--- src/rtl/mp3_pkg.sv ---
// Shared command codes, default track count and receiver state encoding
// for the Bluetooth command path of the MP3 player.
package mp3_pkg;

    localparam logic [7:0] CMD_NEXT     = 8'h01;
    localparam logic [7:0] CMD_PREV     = 8'h02;
    localparam logic [7:0] CMD_VUP      = 8'h03;
    localparam logic [7:0] CMD_VDN      = 8'h04;
    localparam logic [7:0] CMD_SEL_BASE = 8'h10;

    localparam int TRACKS_DEF = 7;

    typedef enum logic [2:0] {
        RX_IDLE,
        RX_START,
        RX_DATA,
        RX_STOP,
        RX_BREAK
    } rx_state_t;

endpackage

--- src/rtl/uart_rx_byte.sv ---
// 8N1 UART byte receiver: two-flop input synchroniser, mid-bit sampling,
// one-cycle valid / frame-error strobes.
//
// state    | meaning
// ---------+-----------------------------------------------------------
// RX_IDLE  | line idle high, waiting for a falling edge
// RX_START | counting to mid start bit to reject glitches
// RX_DATA  | sampling 8 data bits LSB first, one per bit time
// RX_STOP  | sampling the stop bit; high = good byte, low = frame error
// RX_BREAK | line held low after a bad stop bit; wait for it to go high
module uart_rx_byte
    import mp3_pkg::*;
#(
    parameter int BIT_CYC = 10416
) (
    input  logic       clk,
    input  logic       rst_b,
    input  logic       rxd,
    output logic [7:0] byte_data,
    output logic       byte_valid,
    output logic       frame_err
);

    localparam int          HALF      = BIT_CYC / 2;
    localparam logic [15:0] BIT_LAST  = 16'(BIT_CYC - 1);
    localparam logic [15:0] HALF_LAST = 16'(HALF - 1);

    logic        sync_1;
    logic        sync_2;
    rx_state_t   state;
    rx_state_t   state_nxt;
    logic [15:0] cnt;
    logic [15:0] cnt_nxt;
    logic [2:0]  bitn;
    logic [2:0]  bitn_nxt;
    logic [7:0]  shift;
    logic [7:0]  shift_nxt;
    logic [7:0]  data_nxt;
    logic        valid_nxt;
    logic        ferr_nxt;

    always_ff @(posedge clk) begin
        if (!rst_b) begin
            sync_1     <= 1'b1;
            sync_2     <= 1'b1;
            state      <= RX_IDLE;
            cnt        <= '0;
            bitn       <= '0;
            shift      <= '0;
            byte_data  <= '0;
            byte_valid <= 1'b0;
            frame_err  <= 1'b0;
        end else begin
            sync_1     <= rxd;
            sync_2     <= sync_1;
            state      <= state_nxt;
            cnt        <= cnt_nxt;
            bitn       <= bitn_nxt;
            shift      <= shift_nxt;
            byte_data  <= data_nxt;
            byte_valid <= valid_nxt;
            frame_err  <= ferr_nxt;
        end
    end

    always_comb begin
        state_nxt = state;
        cnt_nxt   = cnt + 16'd1;
        bitn_nxt  = bitn;
        shift_nxt = shift;
        data_nxt  = byte_data;
        valid_nxt = 1'b0;
        ferr_nxt  = 1'b0;
        unique case (state)
            RX_IDLE: begin
                cnt_nxt = '0;
                if (!sync_2) state_nxt = RX_START;
            end
            RX_START: begin
                if (cnt == HALF_LAST) begin
                    cnt_nxt   = '0;
                    bitn_nxt  = '0;
                    state_nxt = sync_2 ? RX_IDLE : RX_DATA;
                end
            end
            RX_DATA: begin
                if (cnt == BIT_LAST) begin
                    cnt_nxt   = '0;
                    shift_nxt = {sync_2, shift[7:1]};
                    bitn_nxt  = bitn + 3'd1;
                    if (bitn == 3'd7) state_nxt = RX_STOP;
                end
            end
            RX_STOP: begin
                if (cnt == BIT_LAST) begin
                    cnt_nxt = '0;
                    if (sync_2) begin
                        data_nxt  = shift;
                        valid_nxt = 1'b1;
                        state_nxt = RX_IDLE;
                    end else begin
                        ferr_nxt  = 1'b1;
                        state_nxt = RX_BREAK;
                    end
                end
            end
            RX_BREAK: begin
                cnt_nxt = '0;
                if (sync_2) state_nxt = RX_IDLE;
            end
            default: begin
                cnt_nxt   = '0;
                state_nxt = RX_IDLE;
            end
        endcase
    end

endmodule

--- src/rtl/bt_cmd_rx.sv ---
// Bluetooth command receiver: UART byte reception plus registered command
// decode that owns the current track index and drives volume strobes.
module bt_cmd_rx
    import mp3_pkg::*;
#(
    parameter int CLK_HZ = 100_000_000,
    parameter int BAUD   = 9600,
    parameter int TRACKS = TRACKS_DEF
) (
    input  logic       CLK,
    input  logic       RST,
    input  logic       UART_RXD,
    output logic [2:0] track,
    output logic       vol_up,
    output logic       vol_down,
    output logic [7:0] rx_data,
    output logic       rx_valid,
    output logic       frame_err
);

    localparam int         BIT_CYC  = CLK_HZ / BAUD;
    localparam logic [2:0] TRK_LAST = 3'(TRACKS - 1);
    localparam logic [3:0] TRK_NUM  = 4'(TRACKS);

    logic [2:0] track_nxt;
    logic       up_nxt;
    logic       dn_nxt;

    uart_rx_byte #(
        .BIT_CYC (BIT_CYC)
    ) u_rx (
        .clk        (CLK),
        .rst_b      (RST),
        .rxd        (UART_RXD),
        .byte_data  (rx_data),
        .byte_valid (rx_valid),
        .frame_err  (frame_err)
    );

    // rx_data is registered alongside rx_valid, so it already holds the new byte here.
    always_comb begin
        track_nxt = track;
        up_nxt    = 1'b0;
        dn_nxt    = 1'b0;
        if (rx_valid) begin
            case (rx_data)
                CMD_NEXT: track_nxt = (track == TRK_LAST) ? 3'd0 : track + 3'd1;
                CMD_PREV: track_nxt = (track == 3'd0) ? TRK_LAST : track - 3'd1;
                CMD_VUP:  up_nxt    = 1'b1;
                CMD_VDN:  dn_nxt    = 1'b1;
                default: begin
                    if (rx_data[7:4] == CMD_SEL_BASE[7:4] && rx_data[3:0] < TRK_NUM)
                        track_nxt = rx_data[2:0];
                end
            endcase
        end
    end

    always_ff @(posedge CLK) begin
        if (!RST) begin
            track    <= '0;
            vol_up   <= 1'b0;
            vol_down <= 1'b0;
        end else begin
            track    <= track_nxt;
            vol_up   <= up_nxt;
            vol_down <= dn_nxt;
        end
    end

endmodule
--- config.mk ---
export PLATFORM = sky130hd
export DESIGN_NAME = bt_cmd_rx
export DESIGN_NICKNAME = d
export VERILOG_FILES = /design/src/rtl/mp3_pkg.sv /design/src/rtl/uart_rx_byte.sv /design/src/rtl/bt_cmd_rx.sv
export SDC_FILE = /design/constraint.sdc
export NUM_CORES = 1
export LEC_CHECK = 0
export ABC_CLOCK_PERIOD_IN_PS = 3300
export BUFFER_PORTS_ARGS = -buffer_cell sky130_fd_sc_hd__clkbuf_2
export CORE_ASPECT_RATIO = 0.5
export CORE_MARGIN = 2
export CORE_UTILIZATION = 60
export CTS_CLUSTER_SIZE = 20
export DETAILED_ROUTE_END_ITERATION = 8
export GPL_ROUTABILITY_DRIVEN = 0
export GPL_TIMING_DRIVEN = 0
export PLACE_DENSITY_LB_ADDON = 0.3
export SLEW_MARGIN = 20
export SYNTH_ARGS = -nofsm -noshare
export SYNTH_HDL_FRONTEND = slang
export SYNTH_HIERARCHICAL = 1
export SYNTH_SLANG_ARGS = --single-unit
export TNS_END_PERCENT = 5
--- constraint.sdc ---
create_clock -name CLK -period 3.3 [get_ports CLK]
set_clock_uncertainty 0.05 [all_clocks]
set_input_delay 0.33 -clock CLK [delete_from_list [all_inputs] [get_ports CLK]]
set_output_delay 0.33 -clock CLK [all_outputs]
set_load 0.02 [all_outputs]
# Word level (Yosys, flattened, before mapping)
# Cells that the tools add are included.
dict set report totals {
  ff_bits 47
  inputBits 3
  out_inout_bits 15
}
dict set report classes {
  add_sub_neg 4
  magnitude_cmp 1
  n_eq_ne 19
  mux 23
  bitwise 1
  reduce_logical 14
}
# op count
set ops {}
lappend ops {{$mux 3} 12}
lappend ops {{$mux 16} 2}
lappend ops {{$pmux 16 s2} 1}
lappend ops {{$add 16x1->16 const B} 1}
lappend ops {{$eq 16x13->1 const B} 1}
lappend ops {{$eq 16x14->1 const B} 1}
lappend ops {{$eq 8x2->1 const B} 2}
lappend ops {{$pmux 3 s5} 1}
lappend ops {{$reduce_and 3->1} 4}
lappend ops {{$ne 2x1->1 const B} 5}
lappend ops {{$eq 3x3->1 const B} 3}
lappend ops {{$pmux 3 s3} 1}
lappend ops {{$eq 8x1->1 const B} 1}
lappend ops {{$eq 8x3->1 const B} 1}
lappend ops {{$add 3x1->3 const B} 2}
lappend ops {{$eq 3x2->1 const B} 2}
lappend ops {{$logic_not 3->1} 2}
lappend ops {{$pmux 3 s2} 1}
lappend ops {{$reduce_and 6->1} 1}
lappend ops {{$eq 4x1->1 const B} 1}
lappend ops {{$lt 4x3->1 const B} 1}
lappend ops {{$mux 1} 4}
lappend ops {{$reduce_and 2->1} 2}
lappend ops {{$reduce_or 2->1} 2}
lappend ops {{other kinds (8)} 8}

# Logic depth before layout (Yosys ltp)
dict set report depth {
  word_depth 4
  mapped_depth 8
  mapped_depth_nobuf 6
}

# Modules after synthesis
# Netlist, hierarchy kept.
# module instances cells_each area_per_inst_um2
set modules_own_cells {}
lappend modules_own_cells {uart_rx_byte 1 216 1915.6}
lappend modules_own_cells {bt_cmd_rx 1 54 437.9}

# Worst setup path after synthesis
# Ideal clock, no wire load.
dict set report synth_path {
  kind {register -> register}
  startpoint {reg u_rx.byte_data[5]}
  endpoint {reg track[0]}
  setup_time_ns 0.088
  arrival_ns 2.017
  slack_ns 1.145
  stages_incl_launch_ff 5
  path_buffers 0
  path_cell_list {dfxtp_1 or4_4 or3_4 or4_1 a311oi_2}
}
dict set report synth_via {
  elab_chain_cells 4
  elab_cells_between_ends 11
}
# item line
set synth_lines {}
lappend synth_lines {{start: declaration} uart_rx_byte.sv:19} ;# output logic [7:0] byte_data,
lappend synth_lines {{start signal: assignment} uart_rx_byte.sv:60} ;# byte_data <= data_nxt;
lappend synth_lines {{$eq 8x3->1 (tied with other cells)} bt_cmd_rx.sv:46} ;# case (rx_data)
lappend synth_lines {{$reduce_or 2->1 (no line) or $logic_and 1x1->1 (tied branches)} --}
lappend synth_lines {{$not 1->1 (no line) or $reduce_bool 3->1 (tied branches)} --}
lappend synth_lines {{$reduce_and 3->1 (no line)} --}
lappend synth_lines {{end signal: assignment} bt_cmd_rx.sv:65} ;# track <= track_nxt;
lappend synth_lines {{end: declaration} bt_cmd_rx.sv:13} ;# output logic [2:0] track,
# Parallel ways exist; a longest one is shown, timed or not.
# A chain may end at the register's enable or synchronous reset.

# Final worst setup path
dict set report layout_path {
  startpoint {reg u_rx.cnt[0]}
  endpoint {reg u_rx.cnt[11]}
}
dict set report layout_via {
  elab_chain_cells 3
  elab_cells_between_ends 6
}
# item line
set layout_lines {}
lappend layout_lines {{start: declaration} uart_rx_byte.sv:32} ;# logic [15:0] cnt;
lappend layout_lines {{start signal: assignment} uart_rx_byte.sv:57} ;# cnt <= cnt_nxt;
lappend layout_lines {{$add 16x1->16 (tied with other cells)} uart_rx_byte.sv:68} ;# cnt_nxt = cnt + 16'd1;
lappend layout_lines {{$mux 16, on equally long branches} {uart_rx_byte.sv:87, uart_rx_byte.sv:95, uart_rx_byte.sv:80}}
lappend layout_lines {{$pmux 16 s2 *} uart_rx_byte.sv:74} ;# unique case (state)
# Every way passes the cells marked *; elsewhere a longest branch is shown, timed or not.

==> results by group <==
Timing
  • Final Cycle Share: 0.6890
  • Minimum clock period: 2.274 ns
  • Worst Tran Pin Value: 0.5749 ns
  • RSZ-0062 raised after global routing: no
  • Max-slew violation count: 0
  • Slew HR: 0.6159
  • Fin Setup TNS: 0 ns
  • F_max: 439.8 MHz
  • Final Hold Violating Endpoints: 0
  • # setup viols final: 0

Final layout
  • Syn-to-layout area delta: 12.28%
  • Fillers: 316
  • Design area: 2643 sq um
  • Final net count: 305
  • N_diodes: 0
  • Layout Cells excl Fill: 349
  • Share of layout cells above drive strength 1: 0.1559

Route
  • Mean routed wirelength per cell: 15.14 um
  • Via count: 2137
  • Via-to-Cell Ratio: 6.123
  • DRT Pass-1 Iters: 5
  • Number of remaining DRC errors: 0
  • Post-route ant nets: 0
  • Final wirelength: 5284 um
  • 1st-iter DRT viols: 199

Floorplan
  • Starting Density: 0.6155
  • Ports: 18
  • Die Area: 4470 sq um
  • Die H: 48.29 um
  • Site row count: 16
  • Die width: 92.57 um
  • Core area: 3824 sq um

Synth
  • Top cell type's share of synthesized area: 0.3998
  • Post-synth EDFFs: 0
  • Synth Area in XOR/XNOR: 0.04094
  • Most used DFF post-synth: dfxtp_1
  • Area contributors post-synth: dfxtp_1 40%, nand3_1 4.9%, a21oi_1 4.5%
  • Synth area leader: dfxtp_1
  • Synthesized area: 2354 sq um
  • Post-synth net total: 281
  • Most numerous cell in the Yosys netlist: dfxtp_1
  • Commonest cells post-synth: 47 x dfxtp_1, 23 x nand3_1, 21 x a21oi_1, 21 x o21ai_0, 18 x nand2_1
  • Yosys warns: 6
  • Synth async-reset ratio: 0
  • Seq/Total Area, Yosys: 0.3998
  • Mux contribution to synthesized area: 0.01701
  • Syn Area/Cell: 8.717 sq um
  • Adder-cell area share of the yosys netlist: 0.04253
  • Main combinational cell family by area after synthesis: simple AND/OR/NAND/NOR gates
  • Netlist cell types: 53
  • Simple-Gate Fraction of Synth Area: 0.2855
  • Synth Area in Compound Gates: 0.1728
  • Synth Instances: 270
  • Synth Register Bits: 47

CTS
  • Clock root cell: clkbuf_8
  • Post-cts resize count: 0
  • Max Buffers Root-to-Sink: 2
  • CTS tree: done
  • H-tree lvl count: 2
  • Worst skew pair latency: 0.31 ns
  • Post-CTS setup buffers: 0
  • Clock Pin Slew Worst Setup and Hold Paths: 0.09 ns
  • Sink Count: 47
  • Hold buffers post-CTS: 0
  • TritonCTS Buffers: 5

Setup path
  • Worst r2r path cells: 7
  • CP required: 3.43 ns
  • CP bufs+invs: 2
  • Worst EP arrival: 2.40 ns
  • Largest fanout on the critical path: 10
  • Worst setup EP type: flop
  • CP startpoint kind: flop
  • CP max-delay cell: a32oi_4
  • CP max stage delay: 0.46 ns
  • Setup Crit Path Kind: reg2reg
  • Origin of the critical flop-to-flop path: u_rx/cnt[0]$_SDFF_PN0_
  • Worst path cell trace: ha_1 > and4_2 > buf_2 > nand4_2 > a32oi_4 > buf_4 > nor3_1
  • R2R Path End: u_rx/cnt[11]$_SDFF_PN0_
  • R2R Setup Slk: 1.03 ns
  • Crit path max-delay family: simple AND/OR/NAND/NOR gates

GRT
  • All-Layer GR Usage: 0.2453
  • First-pass GRT wire length: 8424 um
  • Vias in the first global route: 1814
  • Antenna violations before repair: 0
  • Largest net degree at the start of global routing: 16
  • GRT overflow: 0

Min path
  • Worst Hold Launch: UART_RXD
  • Hold Path Class: in2reg
  • Hold EP: u_rx/sync_1$_SDFF_PN1_
  • Min-Delay Path Depth: 2

Run status
  • Status: finished clean

Pwr
  • Power Density: 414.8 nW/um^2
  • Total power: 1096 uW
  • VDD IR max: 0.2308 mV
  • P_leak: 0.0009034 uW

Placement
  • Port buffer count: 17
  • Placed insts: 341
  • Dpl hpwl: 3573 um
  • Placed cell areas: 2506 sq um

Flow run
  • MaxCap Viol Count: 0
==> cell families after synthesis <==
group | after synthesis
and+or+nand+nor | 113
AOI/OAI and AO/OA | 63
DFF | 47
buffers and inverters | 24
xor gates and xnor gates | 11
adders and majority gates | 8
muxes | 4
==> sequential cells by signal, indices dropped and copies added, names as in the netlist <==
signal and count:
u_rx/byte_valid 1, u_rx/cnt 16, vol_down 1, u_rx/shift 8, u_rx/sync_2 1, u_rx/sync_1 1, vol_up 1, track 3
u_rx/byte_data 8, u_rx/state 3, u_rx/bitn 3, u_rx/frame_err 1
==> worst max path at each step <==
stage / startpoint / end / slack [ns] / cells past startpoint
floorplan: u_rx/byte_data[5]$_SDFFE_PN0P_ / track[0]$_SDFFE_PN0P_ / 1.15 / 4
global placement: u_rx/cnt[0]$_SDFF_PN0_ / u_rx/cnt[3]$_SDFF_PN0_ / 1.08 / 7
detailed placement: u_rx/cnt[0]$_SDFF_PN0_ / u_rx/cnt[11]$_SDFF_PN0_ / 1.05 / 7
CTS: u_rx/cnt[0]$_SDFF_PN0_ / u_rx/cnt[11]$_SDFF_PN0_ / 1.03 / 7
global route: u_rx/cnt[0]$_SDFF_PN0_ / u_rx/cnt[7]$_SDFF_PN0_ / 0.86 / 7
finish: u_rx/cnt[0]$_SDFF_PN0_ / u_rx/cnt[11]$_SDFF_PN0_ / 1.03 / 7
==> metal layers <==
| metal | vias to the layer above | global-route usage | part of all wire |
|---|---|---|---|
| met4 | 0 | 0.09851 | 0.016 |
| li1 | 1042 | - | - |
| met5 | - | 0 | 0 |
| met2 | 64 | 0.4467 | 0.49 |
| met3 | 12 | 0.05255 | 0.046 |
| met1 | 1019 | 0.3017 | 0.44 |
==> where the power goes <==
group	switching [uW]	total [uW]	internal, uW
clock	203	506	302
sequential	1.41	570	568
combinational	14.6	21.1	6.58
==> through the flow <==
stage / setup slack [ns] / hold slack [ns] / util
2_1_floorplan: 1.145 / 0.3363 / -
3_3_place_gp: 1.078 / 0.3389 / 0.6554
3_5_place_dp: 1.055 / 0.3530 / 0.6554
4_1_cts: 1.026 / 0.1466 / 0.6911
5_1_grt: 0.8602 / 0.1560 / 0.6911
6_report: 1.026 / 0.1533 / 0.6911
==> worst reg2reg max path, cell delays in order (launching register included) <==
cell	delay [ns]
dfxtp_1	0.39
ha_1	0.25
and4_2	0.24
buf_2	0.17
nand4_2	0.27
a32oi_4	0.46
buf_4	0.25
nor3_1	0.07
==> cell usage in the layout (no fill, tap or decap), types with 2 or more instances in the layout <==
| master | count |
|---|---|
| dfxtp_1 | 47 |
| nand3_1 | 23 |
| a21oi_1 | 21 |
| o21ai_0 | 21 |
| nand2_1 | 18 |
| clkbuf_2 | 17 |
| nor3_1 | 15 |
| clkbuf_1 | 10 |
| nor2_1 | 9 |
| inv_1 | 8 |
| ha_1 | 8 |
| nand4_1 | 6 |
| nand2b_1 | 6 |
| xnor2_1 | 6 |
| clkbuf_8 | 5 |
| xor2_1 | 5 |
| o22ai_1 | 5 |
| mux2i_1 | 4 |
| or3_1 | 4 |
| a211oi_1 | 4 |
| and2_1 | 3 |
| nor3b_1 | 3 |
| buf_2 | 3 |
| or4_4 | 2 |
| or3_4 | 2 |
| o21bai_1 | 2 |
| or4_1 | 2 |
| nor2b_1 | 2 |
| bufinv_16 | 2 |
| and4_1 | 2 |
| nand4_2 | 2 |
| nor4_1 | 2 |
| or2_2 | 2 |
==> cell type report <==
cell class | instances | area, sq um | area share
tap | 54 | 67.56 | 0.02557
buffer | 15 | 63.81 | 0.02415
sequential | 47 | 940.9 | 0.3561
inverter | 9 | 33.78 | 0.01278
clock buffer | 5 | 68.82 | 0.02604
clock inverter | 3 | 67.56 | 0.02557
multi-input combinational | 199 | 1315 | 0.4976
timing repair buffer | 17 | 85.08 | 0.03220
Note: power is estimated with default switching activity, not from simulation.
